<file path="config.mk">
export PLATFORM = sky130hd
export DESIGN_NAME = pulse_width_meter
export DESIGN_NICKNAME = d
export VERILOG_FILES = /design/src/rtl/pulse_width_meter.sv
export SDC_FILE = /design/constraint.sdc
export NUM_CORES = 1
export LEC_CHECK = 0
export ABC_AREA = 0
export CAP_MARGIN = 5
export CORE_MARGIN = 4
export CORE_UTILIZATION = 40
export CTS_CLUSTER_SIZE = 12
export DETAILED_ROUTE_END_ITERATION = 10
export MAX_ROUTING_LAYER = met4
export PLACE_DENSITY = 0.64
export RECOVER_POWER = 100
export SLEW_MARGIN = 20
export SYNTH_ARGS = -nofsm -noshare
export SYNTH_HDL_FRONTEND = slang
export SYNTH_SLANG_ARGS = --single-unit
</file>
<file path="constraint.sdc">
create_clock -name clk_in -period 3.2 [get_ports clk_in]
set_input_delay 0.32 -clock clk_in [delete_from_list [all_inputs] [get_ports clk_in]]
set_output_delay 0.32 -clock clk_in [all_outputs]
set_load 0.05 [all_outputs]
</file>
<file path="src/rtl/pulse_width_meter.sv">
// pulse_width_meter: measures arm-to-leading-edge delay and width of one pulse on pulse_in,
// holding the result under a valid/ack handshake. Define PULSE_METER_TIMEOUT_EN to abort long waits.
module pulse_width_meter #(
  parameter int   COUNTER_SIZE   = 16,
  parameter logic IDLE_LEVEL     = 1'b0,
  parameter int   SYNC_STAGES    = 2,
  parameter int   TIMEOUT_CYCLES = 1000
) (
  input  logic                    clk_in,
  input  logic                    rst_n,
  input  logic                    arm,
  input  logic                    pulse_in,
  input  logic                    meas_ack,
  output logic                    busy,
  output logic                    meas_valid,
  output logic [COUNTER_SIZE-1:0] delay_count,
  output logic [COUNTER_SIZE-1:0] width_count,
  output logic                    overflow,
  output logic                    timeout
);

  // state        | meaning
  // S_IDLE       | waiting for arm; last result still visible
  // S_WAIT_EDGE  | counting delay until synchronised idle->active transition
  // S_IN_PULSE   | counting width while the synchronised line stays active
  // S_DONE       | result frozen, meas_valid high until meas_ack
  typedef enum logic [1:0] {S_IDLE, S_WAIT_EDGE, S_IN_PULSE, S_DONE} state_t;

  localparam logic [COUNTER_SIZE-1:0] CNT_MAX = '1;
  localparam logic [COUNTER_SIZE-1:0] CNT_ONE = COUNTER_SIZE'(1);

  state_t                  state, state_nxt;
  logic [SYNC_STAGES-1:0]  sync_q;
  logic                    sync, sync_prev, sync_active, lead;
  logic [COUNTER_SIZE-1:0] delay_inc, width_inc, delay_nxt, width_nxt;
  logic                    overflow_nxt, timeout_nxt;
  logic                    delay_hit, width_hit;

  assign sync        = sync_q[SYNC_STAGES-1];
  assign sync_active = (sync != IDLE_LEVEL);
  assign lead        = sync_active && (sync_prev == IDLE_LEVEL);

  // Saturating increments: a counter at its maximum holds its value.
  assign delay_inc = (delay_count == CNT_MAX) ? delay_count : delay_count + CNT_ONE;
  assign width_inc = (width_count == CNT_MAX) ? width_count : width_count + CNT_ONE;

`ifdef PULSE_METER_TIMEOUT_EN
  localparam logic [COUNTER_SIZE-1:0] TIMEOUT_VAL = COUNTER_SIZE'(TIMEOUT_CYCLES);
  assign delay_hit = (delay_inc == TIMEOUT_VAL);
  assign width_hit = (width_inc == TIMEOUT_VAL);
`else
  assign delay_hit = 1'b0;
  assign width_hit = 1'b0;
`endif

  assign busy       = (state != S_IDLE);
  assign meas_valid = (state == S_DONE);

  always_ff @(posedge clk_in) begin
    if (!rst_n) begin
      sync_q      <= {SYNC_STAGES{IDLE_LEVEL}};
      sync_prev   <= IDLE_LEVEL;
      state       <= S_IDLE;
      delay_count <= '0;
      width_count <= '0;
      overflow    <= 1'b0;
      timeout     <= 1'b0;
    end else begin
      sync_q      <= {sync_q[SYNC_STAGES-2:0], pulse_in};
      sync_prev   <= sync;
      state       <= state_nxt;
      delay_count <= delay_nxt;
      width_count <= width_nxt;
      overflow    <= overflow_nxt;
      timeout     <= timeout_nxt;
    end
  end

  always_comb begin
    state_nxt    = state;
    delay_nxt    = delay_count;
    width_nxt    = width_count;
    overflow_nxt = overflow;
    timeout_nxt  = timeout;
    case (state)
      S_IDLE: begin
        // Results stay readable in IDLE and are only cleared when a new measurement starts.
        if (arm) begin
          state_nxt    = S_WAIT_EDGE;
          delay_nxt    = '0;
          width_nxt    = '0;
          overflow_nxt = 1'b0;
          timeout_nxt  = 1'b0;
        end
      end
      S_WAIT_EDGE: begin
        if (lead) begin
          state_nxt = S_IN_PULSE;
          width_nxt = CNT_ONE;
        end else begin
          delay_nxt = delay_inc;
          if (delay_count == CNT_MAX) overflow_nxt = 1'b1;
          if (delay_hit) begin
            timeout_nxt = 1'b1;
            state_nxt   = S_DONE;
          end
        end
      end
      S_IN_PULSE: begin
        if (sync_active) begin
          width_nxt = width_inc;
          if (width_count == CNT_MAX) overflow_nxt = 1'b1;
          if (width_hit) begin
            timeout_nxt = 1'b1;
            state_nxt   = S_DONE;
          end
        end else begin
          state_nxt = S_DONE;
        end
      end
      S_DONE: begin
        if (meas_ack) state_nxt = S_IDLE;
      end
      default: state_nxt = S_IDLE;
    endcase
  end

endmodule

</file>
Yosys cells after proc, flatten, opt, wreduce, memory -nomap -nowiden. Index checks and enable logic that the tools add are counted.

Add/subtract/negate cells: 2. Eq/ne operators: 15. Multiplexer cells: 19. Bitwise gates (word level): 1. Reduce and logical (&&, ||, !) cells: 9.

Operators by type and width (count): $mux W16 (6); $pmux W16 S3 (1); $add A16 B1 Y16 const B (2); $eq A16 B16 Y1 const B (2); $pmux W16 S2 (1); $ne A2 B2 Y1 const B (10); $mux W2 (4); $pmux W2 S4 (1); $reduce_and A4 Y1 (2); $reduce_and A6 Y1 (1); $mux W1 (5); $reduce_and A5 Y1 (1); $eq A2 B2 Y1 const B (2); $reduce_bool A2 Y1 (2); $pmux W1 S3 (1); $reduce_bool A3 Y1 (1); $eq A2 B1 Y1 const B (1); $logic_not A2 Y1 (1); $logic_and A1 B1 Y1 (1); $not A1 Y1 (1).

Register bits: 38. Bits of input ports: 5.

Depth between registers and ports, before layout. Gate-level depths: netlist of run 1.

Depth after elaboration: 4. Mapped depth: 8.

Worst setup path after synthesis of run 1. OpenSTA, ideal clock, no wires.

Path kind: register to register. From: register width_count[0]. To: register width_count[13]. Data arrival time: 2.280 ns. Data required time: 3.104 ns. Slack: 0.825 ns. Cell stages (with the launch flop): 8. Buffers on the path: 1. Path through: dfxtp_1 -> ha_1 -> nand3_2 -> or4_4 -> o21ai_4 -> buf_6 -> nand3_1 -> o311ai_1.

Cells in the longest elaborated chain, start to end: 4.

RTL lines: start: declaration (line 17) `output logic [COUNTER_SIZE-1:0] width_count,`; start signal: assignment (line 73) `width_count <= width_nxt;`; $add A16 B1 Y16 (line 45) `assign width_inc = (width_count == CNT_MAX) ? width_count : width_count + CNT_ONE;`; $mux W16 (line 45); $mux W16 (line 110) `if (sync_active) begin`; $pmux W16 S3 (line 85) `case (state)`.

Several ways; a longest one is shown, not always the timed one. The select of a mux whose other input is x is not followed. A chain may end at the register's enable or synchronous reset.

Worst setup path in the final report of run 1.
From: register width_count[0]. To: register width_count[8].

The elaborated chain is that of the path after synthesis.

==> results of run 1 <==
per-layer routing:
metal / vias up / share of wire, %
li1: 1089 / -
met5: - / 0
met3: 7 / 5.2
met4: 0 / 0.99
met2: 57 / 44
met1: 1039 / 50
registers in the layout, summed over array words and instances (netlist names):
signal / count
state: 2
delay_count: 16
sync_q: 2
width_count: 16
overflow: 1
sync_prev: 1
path summary, 6_finish.rpt:
| check | from | end | slack, ns |
|---|---|---|---|
| setup reg to reg | width_count[0] | width_count[8] | 0.64 |
| hold / removal | sync_q[0] | sync_q[1] | 0.44 |
| hold reg to reg | sync_q[0] | sync_q[1] | 0.44 |
| setup / recovery | width_count[0] | width_count[8] | 0.64 |
synth_stat cells, types with 2 or more instances:
cell | instances | area, µm²
clkbuf_1 | 5 | 18.8
a22o_1 | 4 | 35.0
o21ai_4 | 2 | 32.5
o2bb2ai_1 | 3 | 26.3
nand3_1 | 24 | 120
o31ai_1 | 3 | 22.5
a31oi_1 | 9 | 56.3
ha_1 | 7 | 87.6
nand4_1 | 10 | 62.6
dfxtp_1 | 38 | 761
buf_2 | 3 | 15.0
nor2_1 | 11 | 41.3
mux2i_1 | 2 | 20.0
o21ai_0 | 6 | 30.0
a21o_1 | 7 | 52.6
mux2_2 | 2 | 22.5
o21a_1 | 3 | 22.5
or4_1 | 4 | 30.0
o21ai_1 | 5 | 25.0
or3_1 | 5 | 31.3
a21oi_1 | 9 | 45.0
o21ai_2 | 4 | 35.0
and2_1 | 3 | 18.8
nand2_1 | 27 | 101
nor4_1 | 3 | 18.8
a21oi_2 | 4 | 35.0
inv_1 | 12 | 45.0
nor3_1 | 16 | 80.1
and4_1 | 3 | 26.3
nor2b_1 | 3 | 18.8
nand4_2 | 2 | 25.0
layout make-up:
class | instances | area, µm²
Clock inverter | 2 | 12.5
Multi-Input combinational cell | 205 | 1330
Inverter | 12 | 45.0
Sequential cell | 38 | 761
Fill cell | 537 | 2530
Clock buffer | 6 | 82.6
Timing Repair Buffer | 43 | 417
Tap cell | 70 | 87.6
power groups by stage:
stage / clock [µW] / combinational (µW) / sequential [µW]
3_3_place_gp: 0 / 731 / 541
2_1_floorplan: 0 / 535 / 587
6_report: 346 / 695 / 532
5_1_grt: 369 / 761 / 539
4_1_cts: 359 / 739 / 532
3_5_place_dp: 0 / 734 / 543
stage by stage:
stage               power [µW]  hold slack, ns  instances  area [µm²]
finish                    1570           0.442        376        2740
detailed placement        1280           0.427        368        2680
floorplan                 1120           0.412        266        2230
global placement          1270           0.420        368        2680
CTS                       1630           0.447        376        2780
global route              1670           0.468        376        2740
logic make-up after synthesis:
family / synth area share (%)
adders and majority gates: 3.93
AOI/OAI and AO/OA: 24.1
DFF: 34.1
other: 0.168
buffers and inverters: 4.54
muxes: 1.91
and+or+nand+nor: 31.3
==> implementation parameters, run 1 <==
Parameter                              Value

Cells and area
  Top library cells by usage in the layout, fill and taps aside ... dfxtp_1, dlygate4sd3_1, nand2_1, nand3_1, nor3_1
  Final nets ... 317
  Inserted Diodes ... 0
  Ratio of cells with drive above 1 in the final layout ... just over 8%
  Most common cell after layout, fill and taps aside ... dfxtp_1
  Final core utilization ... between 50 and 60%
  Area added between synthesis and finish ... 22.7%

Floorplanning
  Placeable core region ... approximately 5300 µm²
  Die area ... roughly 7000 µm²
  Number of top-level pins ... 41
  Die extent in y ... 82.7 µm
  Floorplan die width ... a little over 80 µm
  Starting density of the core ... a little over two fifths
  Number of rows created at floorplan ... 26

Clocking
  Clock tree sinks ... 38
  TritonCTS clock tree ... done
  CTS resizes ... 0
  Post-CTS Hold Buffers ... 0
  H-Tree Depth ... 2
  Clock latency of the later-clocked register in the worst-skew pair ... ~0.29 ns
  Clock tree buffer depth ... 2
  Reg clk slew, reported paths ... ~0.080 ns
  Total clock buffers created by CTS ... 5
  Post-CTS Repair Setup Buffers ... 0
  Clock Tree Root ... clkbuf_8

Worst setup path
  Maximum cell stage delay along the critical path ... approximately 0.67 ns
  Crit. End Element ... register
  Worst path depth ... 6
  Family with the most delay on the worst path ... compound AO/OA/AOI/OAI gates
  Cell count of the worst reg-to-reg path ... 6
  Standard cell with the maximum stage delay on the critical path ... or4_1
  Crit path kind ... reg -> reg
  Buffers and inverters on the worst path ... 0
  Worst-path maximum fanout ... 18
  Required time reported for the critical path endpoint ... between 3 and 4 ns
  Startpoint kind of the worst setup timing path ... register
  Critical-path cell list ... ha_1 -> nand3_1 -> or4_1 -> o21ai_2 -> o21ai_0 -> a21oi_2
  Critical Path AT ... 2.79 ns

Drt
  Starting DRT DRC Count ... around 140
  Overall routed net length ... ~5600 µm
  Average wire per standard cell ... 15.0 µm
  Post-DR vias/cell ... about 6
  Number of detailed-route iterations in the first pass ... 4
  DRC viols ... 0
  Final ANT Viol Nets ... 0
  Total via count in the routed design ... about 2200

Synthesis
  Number of register bits inferred by synthesis ... 38
  Number of distinct standard cells referenced by the synthesized netlist ... 58
  Count of flip-flops with a built-in enable after synthesis ... 0
  Post-synthesis async set-or-reset flop share ... 0%
  Portion of the post-synthesis area used by sequential elements ... between 30% and 40%
  Average footprint of a synthesized cell ... 8.39 µm²
  Warnings from Yosys ... 0
  Netlist Area Pre-Place ... ~2200 µm²
  Synth Flop Type ... dfxtp_1
  Post-Syn Instances ... between 200 and 300
  Syn nets ... 278

Placement
  Count of input and output buffers ... 39
  Setup slack at placement ... approximately 0.85 ns
  HPWL after detailed placement ... roughly 4000 µm
  Routability cong. ... about 0.83

Global routing
  Met3 GRT Util ... 3.58%
  Number of global-route vias before repair ... around 2000
  Overall routing resource usage ... roughly 18%
  GR Layer Usage met1 ... 25.1%
  Grt ovf ... 0
  Maximum number of pins on one net before global-route repair ... 19
  Grt peak-use layer ... met2
  Wire length of the first global-routing pass ... 9610 µm
  Number of antenna violations at the first check in global routing ... 0
  Routing usage on met2 ... a little over a quarter

Power and ir drop
  Cell area power density ... ~580 nW/µm²
  Power share of the clock group ... approximately 22%
  Internal power component ... 907 µW
  Leakage power figure ... 0.00106 µW
  Fraction of power consumed by combinational cells ... about 44%
  Fraction of power spent switching nets ... a little over two fifths
  Maximum ir drop on the vdd rail ... 0.514 mV
  Sequential cell fraction of total power ... roughly a third
  Switching power ... ~670 µW

STA
  Worst-margin pin slew ... 0.776 ns
  Final setup violation count ... 0
  Smallest setup slack after layout ... roughly 0.64 ns
  Setup TNS ... 0 ns
  Clk_skew ... a little over 0.007 ns
  Count of final max-slew check failures ... 0
  Maximum achievable frequency ... between 300 and 400 MHz
  Time the final worst path needs with I/O delays and setup ... between 2 and 3 ns
  Period utilization ... roughly 80%
  Worst slew margin ... 48.3%
  Setup repair after global routing missed its margin ... no
  Hold Fails Final Rpt ... 0

Worst hold path
  Number of cells traversed by the worst hold path ... 1
  Worst hold path type ... reg -> reg

Job
  Max Cap Violations ... 0

Status
  Outcome ... complete, no violations
No activity file was read; power rests on OpenSTA's default activity.
==> run 2: changes to the inputs <==
==> constraint.sdc (replaced) <==
create_clock -name clk_in -period 2.4 [get_ports clk_in]
set_input_delay 0.24 -clock clk_in [delete_from_list [all_inputs] [get_ports clk_in]]
set_output_delay 0.24 -clock clk_in [all_outputs]
set_load 0.05 [all_outputs]
==> run 2 against run 1 <==
Register-to-register slack lost 0.44 ns. Sequential cell count is the same. Cell count grew 1.6%. Die area is the same. Setup slack lost 0.44 ns. Sequential power grew 33%. Cell area grew 2.6%. Clock power grew 34%. Via count grew 3.3%. Non-clock buffer count grew 6. Count of clock-buffer cells in the layout grew 1. Clock skew grew 0.00054 ns. Largest power group unchanged.
==> implementation parameters, run 2 (synthesis gave the netlist of run 1 again) <==
Parameter                              Value

Status
  Outcome ... complete, no violations

Floorplanning
  Number of top-level pins ... 41 (unchanged)
  Die area ... 6840 µm² (unchanged)
  Placeable core region ... 5270 µm² (unchanged)
  Starting density of the core ... 42.3% (unchanged)
  Die extent in y ... 82.7 µm (unchanged)
  Floorplan die width ... 82.7 µm (unchanged)
  Number of rows created at floorplan ... 26 (unchanged)

STA
  Worst slack on hold paths ... 0.437 ns (-0.00454 ns)
  Worst slew margin ... 39.3% (-9.0 points)
  Hold Fails Final Rpt ... 0 (unchanged)
  Worst-margin pin slew ... 0.911 ns (+0.135 ns)
  Maximum achievable frequency ... 453 MHz (+16%)
  Count of final max-slew check failures ... 0 (unchanged)
  Clk_skew ... 0.00767 ns (+0.000541 ns)
  Setup repair after global routing missed its margin ... no
  Period utilization ... 92.0% (+12 points)
  Setup TNS ... 0 ns (unchanged)
  Time the final worst path needs with I/O delays and setup ... 2.21 ns (-0.356 ns)
  Final setup violation count ... 0 (unchanged)

Worst setup path
  Required time reported for the critical path endpoint ... 2.59 ns (-0.84 ns)
  Buffers and inverters on the worst path ... 2 (+2)
  Critical Path AT ... 2.40 ns (-0.39 ns)
  Reg-to-reg startpoint ... state[0]
  Standard cell with the maximum stage delay on the critical path ... a2111oi_4
  Capture point of the worst path ... width_count[3]
  Startpoint kind of the worst setup timing path ... register
  Worst path depth ... 8 (+2)
  Critical R2R Capture ... width_count[3]
  Family with the most delay on the worst path ... compound AO/OA/AOI/OAI gates
  Crit. End Element ... register
  Cell count of the worst reg-to-reg path ... 8 (+2)
  Critical-path cell list ... inv_1 -> ha_1 -> nor2b_1 -> a2111oi_4 -> o21ai_4 -> clkbuf_4 -> a22o_1 -> a21o_1
  Maximum cell stage delay along the critical path ... 0.48 ns (-0.19 ns)
  FF-to-FF setup slack ... 0.19 ns (-0.44 ns)
  Crit path kind ... reg -> reg
  Worst-path maximum fanout ... 18 (unchanged)
  Launch point of the critical path ... state[0]

Power and ir drop
  Cell area power density ... 775 nW/µm² (+35%)
  Leakage power figure ... 0.00110 µW (+3.1%)
  Fraction of power spent switching nets ... 42.0% (-0.39 points)
  Switching power ... 913 µW (+37%)
  Sequential cell fraction of total power ... 32.5% (-1.3 points)
  Maximum ir drop on the vdd rail ... 0.658 mV (+28%)
  Power share of the clock group ... 21.2% (-0.8 points)
  Overall power ... 2180 µW (+38%)
  Internal power component ... 1260 µW (+39%)
  Fraction of power consumed by combinational cells ... 46.3% (+2.1 points)

Drt
  Number of detailed-route iterations in the first pass ... 5 (+1)
  Starting DRT DRC Count ... 178 (+26%)
  Average wire per standard cell ... 15.5 µm (+3.2%)
  Total via count in the routed design ... 2265 (+3.3%)
  Overall routed net length ... 5900 µm (+4.8%)
  Post-DR vias/cell ... 5.93 (+1.7%)
  DRC viols ... 0 (unchanged)
  Final ANT Viol Nets ... 0 (unchanged)

Clocking
  Reg clk slew, reported paths ... 0.07 ns (about the same)
  Total clock buffers created by CTS ... 5 (unchanged)
  Clock latency of the later-clocked register in the worst-skew pair ... 0.29 ns (about the same)
  H-Tree Depth ... 2 (unchanged)
  TritonCTS clock tree ... done
  Post-CTS Repair Setup Buffers ... 0 (unchanged)
  Clock tree buffer depth ... 2 (unchanged)
  Clock tree sinks ... 38 (unchanged)
  Clock Tree Root ... clkbuf_8

Cells and area
  Final nets ... 323 (+1.9%)
  Biggest regs ... delay_count x16, width_count x16
  Inserted Diodes ... 0 (unchanged)
  Ratio of cells with drive above 1 in the final layout ... 11.2% (+3.0 points)
  Most common cell after layout, fill and taps aside ... dfxtp_1
  Top library cells by usage in the layout, fill and taps aside ... dfxtp_1, dlygate4sd3_1, nand2_1, nand3_1, nor3_1
  Number of cells in the finished layout apart from fillers ... 382 (+1.6%)
  Area added between synthesis and finish ... 25.8%

Global routing
  Number of global-route vias before repair ... 2010 (-1.7%)
  Overall routing resource usage ... 18.7% (+0.40 points)
  Grt ovf ... 0 (unchanged)
  Wire length of the first global-routing pass ... 9630 µm (+0.15%)
  Maximum number of pins on one net before global-route repair ... 20 (+1)
  Number of antenna violations at the first check in global routing ... 0 (unchanged)

Placement
  Count of input and output buffers ... 39 (unchanged)
  Dpl cells ... 374 (+1.6%)
  HPWL after detailed placement ... 4310 µm (+5.5%)
  Routability cong. ... 0.848 (+1.8%)

Job
  Max Cap Violations ... 0 (unchanged)

Worst hold path
  Worst hold path type ... reg -> reg
## run 2: layout make-up
| class | instances | area (µm²) |
|---|---|---|
| Clock buffer | 7 | 86.3 |
| Clock inverter | 1 | 5.00 |
| Fill cell | 522 | 2460 |
| Inverter | 12 | 45.0 |
| Multi-Input combinational cell | 205 | 1360 |
| Sequential cell | 38 | 761 |
| Tap cell | 70 | 87.6 |
| Timing Repair Buffer | 49 | 462 |
## run 2: what timing repair did
item | CTS | global route
hold buffers | 0 | 0
resized for setup | 0 | 1
setup endpoints to repair | 0 | 3
## run 2: metal layers
layer,global-route usage [%],vias up,wire (µm)
li1,-,1097,-
met1,24.7,1059,2640
met2,28.4,100,2700
met3,3.47,9,461
met4,7.35,0,97
met5,-,-,0
## run 2: worst min-delay path by stage
| stage | cells past startpoint | startpoint | end | slack, ns |
|---|---|---|---|---|
| floorplan | 1 | pulse_in | sync_q[0] | 0.37 |
| global placement | 1 | sync_q[0] | sync_q[1] | 0.42 |
| detailed placement | 1 | sync_q[0] | sync_q[1] | 0.42 |
| CTS | 1 | sync_q[0] | sync_q[1] | 0.44 |
| global route | 1 | sync_q[0] | sync_q[1] | 0.47 |
| finish | 1 | sync_q[0] | sync_q[1] | 0.44 |
## run 2: through the flow
step	setup slack, ns	utilization, %	area (µm²)
after CTS	0.134	53.7	2830
after global placement	0.249	52.0	2740
after floorplan	0.0245	-	2230
final	0.192	53.3	2810
after detailed placement	0.138	52.0	2740
after global routing	0.0123	53.3	2810
## run 2: power by group through the flow
stage	logic (µW)	registers, µW	clock network (µW)
final	1010	706	462
after global routing	1090	713	496
after CTS	1070	707	474
after detailed placement	1070	722	0
after global placement	1050	721	0
after floorplan	714	783	0
==> run 3: changes to the inputs <==
--- a/config.mk
+++ b/config.mk
@@ -8,11 +8,11 @@
 export ABC_AREA = 0
 export CAP_MARGIN = 5
 export CORE_MARGIN = 4
-export CORE_UTILIZATION = 40
+export CORE_UTILIZATION = 41
 export CTS_CLUSTER_SIZE = 12
 export DETAILED_ROUTE_END_ITERATION = 10
 export MAX_ROUTING_LAYER = met4
-export PLACE_DENSITY = 0.64
+export PLACE_DENSITY = 0.65
 export RECOVER_POWER = 100
 export SLEW_MARGIN = 20
 export SYNTH_ARGS = -nofsm -noshare
==> run 3 against run 2 <==
Combinational power about the same. Via count decreased by 5.7%. Clock power decreased by 1%. Setup slack got worse by 0.041 ns. Global-route usage decreased by 0.31 points. Die area decreased by 2.2%. Sequential share of layout area about the same. Cell area increased by 0.13%. Sequential power about the same. Critical path depth decreased by 1. Count of clock-buffer cells in the layout unchanged. Critical path type unchanged. Largest power group unchanged.
==> implementation parameters, run 3 (synthesis gave the netlist of run 1 again) <==
Parameter                              Value

Status
  Outcome ... complete, no violations

STA
  Count of final max-slew check failures ... 0 (unchanged)
  Setup repair after global routing missed its margin ... no
  Hold Fails Final Rpt ... 0 (unchanged)
  Worst-margin pin slew ... 0.832 ns (-0.0783 ns)
  Period utilization ... 93.7% (+1.7 points)
  Maximum achievable frequency ... 445 MHz (-1.8%)
  Clk_skew ... 0.00774 ns (+0.0000692 ns)
  Final setup violation count ... 0 (unchanged)
  Setup TNS ... 0 ns (unchanged)
  Worst slew margin ... 44.5% (+5.2 points)
  Smallest setup slack after layout ... 0.151 ns (-0.0406 ns)
  Time the final worst path needs with I/O delays and setup ... 2.25 ns (+0.0406 ns)

Worst hold path
  Number of cells traversed by the worst hold path ... 1 (unchanged)
  HP Start ... sync_q[0]
  Worst hold path type ... reg -> reg
  Hold endpoint ... sync_q[1]

Power and ir drop
  Switching power ... 912 µW (-0.17%)
  Leakage power figure ... 0.00110 µW (+0.43%)
  Cell area power density ... 781 nW/µm² (+0.77%)
  Fraction of power consumed by combinational cells ... 47.0% (+0.7 points)
  Maximum ir drop on the vdd rail ... 0.675 mV (+2.7%)
  Internal power component ... 1280 µW (+1.7%)
  Power share of the clock group ... 20.8% (-0.4 points)
  Sequential cell fraction of total power ... 32.2% (-0.3 points)
  Fraction of power spent switching nets ... 41.5% (-0.45 points)

Cells and area
  Ratio of cells with drive above 1 in the final layout ... 10.6% (-0.64 points)
  Biggest regs ... delay_count x16, width_count x16
  Area added between synthesis and finish ... 26.0%
  Top library cells by usage in the layout, fill and taps aside ... dfxtp_1, dlygate4sd3_1, nand2_1, nand3_1, nor3_1
  Inserted Diodes ... 0 (unchanged)
  Most common cell after layout, fill and taps aside ... dfxtp_1
  Final nets ... 323 (unchanged)

Clocking
  Post-CTS Hold Buffers ... 0 (unchanged)
  Clock Tree Root ... clkbuf_8
  Clock tree sinks ... 38 (unchanged)
  Clock tree buffer depth ... 2 (unchanged)
  Clock latency of the later-clocked register in the worst-skew pair ... 0.29 ns (about the same)
  Reg clk slew, reported paths ... 0.07 ns (about the same)
  TritonCTS clock tree ... done
  CTS resizes ... 0 (unchanged)
  Total clock buffers created by CTS ... 5 (unchanged)
  Post-CTS Repair Setup Buffers ... 0 (unchanged)
  H-Tree Depth ... 2 (unchanged)

Floorplanning
  Die area ... 6690 µm² (-2.2%)
  Starting density of the core ... 42.9% (+0.53 points)
  Placeable core region ... 5200 µm² (-1.2%)
  Number of top-level pins ... 41 (unchanged)
  Number of rows created at floorplan ... 26 (unchanged)
  Floorplan die width ... 81.8 µm (-1.1%)
  Die extent in y ... 81.8 µm (-1.1%)

Worst setup path
  Critical Path AT ... 2.44 ns (+0.04 ns)
  Startpoint kind of the worst setup timing path ... register
  Crit path kind ... reg -> reg
  Required time reported for the critical path endpoint ... 2.59 ns (about the same)
  Crit. End Element ... register
  Cell count of the worst reg-to-reg path ... 7 (-1)
  Critical R2R Capture ... delay_count[10]
  FF-to-FF setup slack ... 0.15 ns (-0.04 ns)
  Worst-path maximum fanout ... 10 (-8)
  Reg-to-reg startpoint ... state[0]

Global routing
  Number of global-route vias before repair ... 1989 (-1.0%)
  Grt ovf ... 0 (unchanged)
  Maximum number of pins on one net before global-route repair ... 19 (-5.0%)
  Number of antenna violations at the first check in global routing ... 0 (unchanged)
  Overall routing resource usage ... 18.4% (-0.31 points)
  Wire length of the first global-routing pass ... 9370 µm (-2.6%)

Drt
  Average wire per standard cell ... 14.2 µm (-7.9%)
  Overall routed net length ... 5440 µm (-7.9%)
  DRC viols ... 0 (unchanged)
  Post-DR vias/cell ... 5.59 (-5.7%)
  Total via count in the routed design ... 2135 (-5.7%)
  Starting DRT DRC Count ... 132 (-26%)
  Final ANT Viol Nets ... 0 (unchanged)
  Number of detailed-route iterations in the first pass ... 4 (-1)

Job
  Max Cap Violations ... 0 (unchanged)

Placement
  Routability cong. ... 0.833 (-1.8%)
  HPWL after detailed placement ... 4020 µm (-6.7%)
  Count of input and output buffers ... 39 (unchanged)
  Setup slack at placement ... 0.190 ns (+0.0514 ns)
-- run 3: layout make-up --
class	count	area [µm²]
Sequential cell	38	761
Clock inverter	1	5.00
Clock buffer	7	86.3
Multi-Input combinational cell	205	1350
Tap cell	70	87.6
Timing Repair Buffer	49	472
Fill cell	516	2390
Inverter	12	45.0
-- run 3: power groups by stage --
| stage | Combinational [µW] | Sequential, µW | Clock [µW] |
|---|---|---|---|
| after detailed placement | 1050 | 722 | 0 |
| final | 1030 | 707 | 456 |
| after global routing | 1130 | 714 | 502 |
| after global placement | 1040 | 720 | 0 |
| after floorplan | 714 | 783 | 0 |
| after CTS | 1060 | 707 | 473 |
-- run 3: worst max path at each step --
stage / slack, ns / endpoint / startpoint / cells past startpoint
global route: 0.02 / width_count[4] / state[0] / 7
CTS: 0.18 / delay_count[10] / state[0] / 7
global placement: 0.25 / delay_count[10] / state[0] / 7
detailed placement: 0.19 / delay_count[10] / state[0] / 7
floorplan: 0.02 / width_count[13] / width_count[0] / 7
finish: 0.15 / delay_count[10] / state[0] / 7
-- run 3: worst max-delay path, cell delays in order (launching register included) --
cell      delay, ns
dfxtp_1        0.41
inv_1          0.09
ha_1           0.24
nor2b_1        0.21
or3_1          0.56
o21ai_4        0.32
a21boi_0       0.13
o21a_1         0.19
-- run 3: routing by layer --
layer / wire [µm] / track usage (%) / vias up
li1: - / - / 1096
met1: 2690 / 25.4 / 988
met2: 2480 / 27.1 / 45
met3: 213 / 3.29 / 6
met4: 61 / 6.15 / 0
met5: 0 / - / -
-- run 3: metrics by stage --
step	instance area (µm²)	cells	power, µW	hold slack, ns	util (%)
2_1_floorplan	2230	266	1500	0.367	-
3_3_place_gp	2740	374	1760	0.419	52.6
3_5_place_dp	2740	374	1770	0.431	52.6
4_1_cts	2830	382	2240	0.449	54.4
5_1_grt	2810	382	2340	0.462	54.0
6_report	2810	382	2190	0.442	54.0
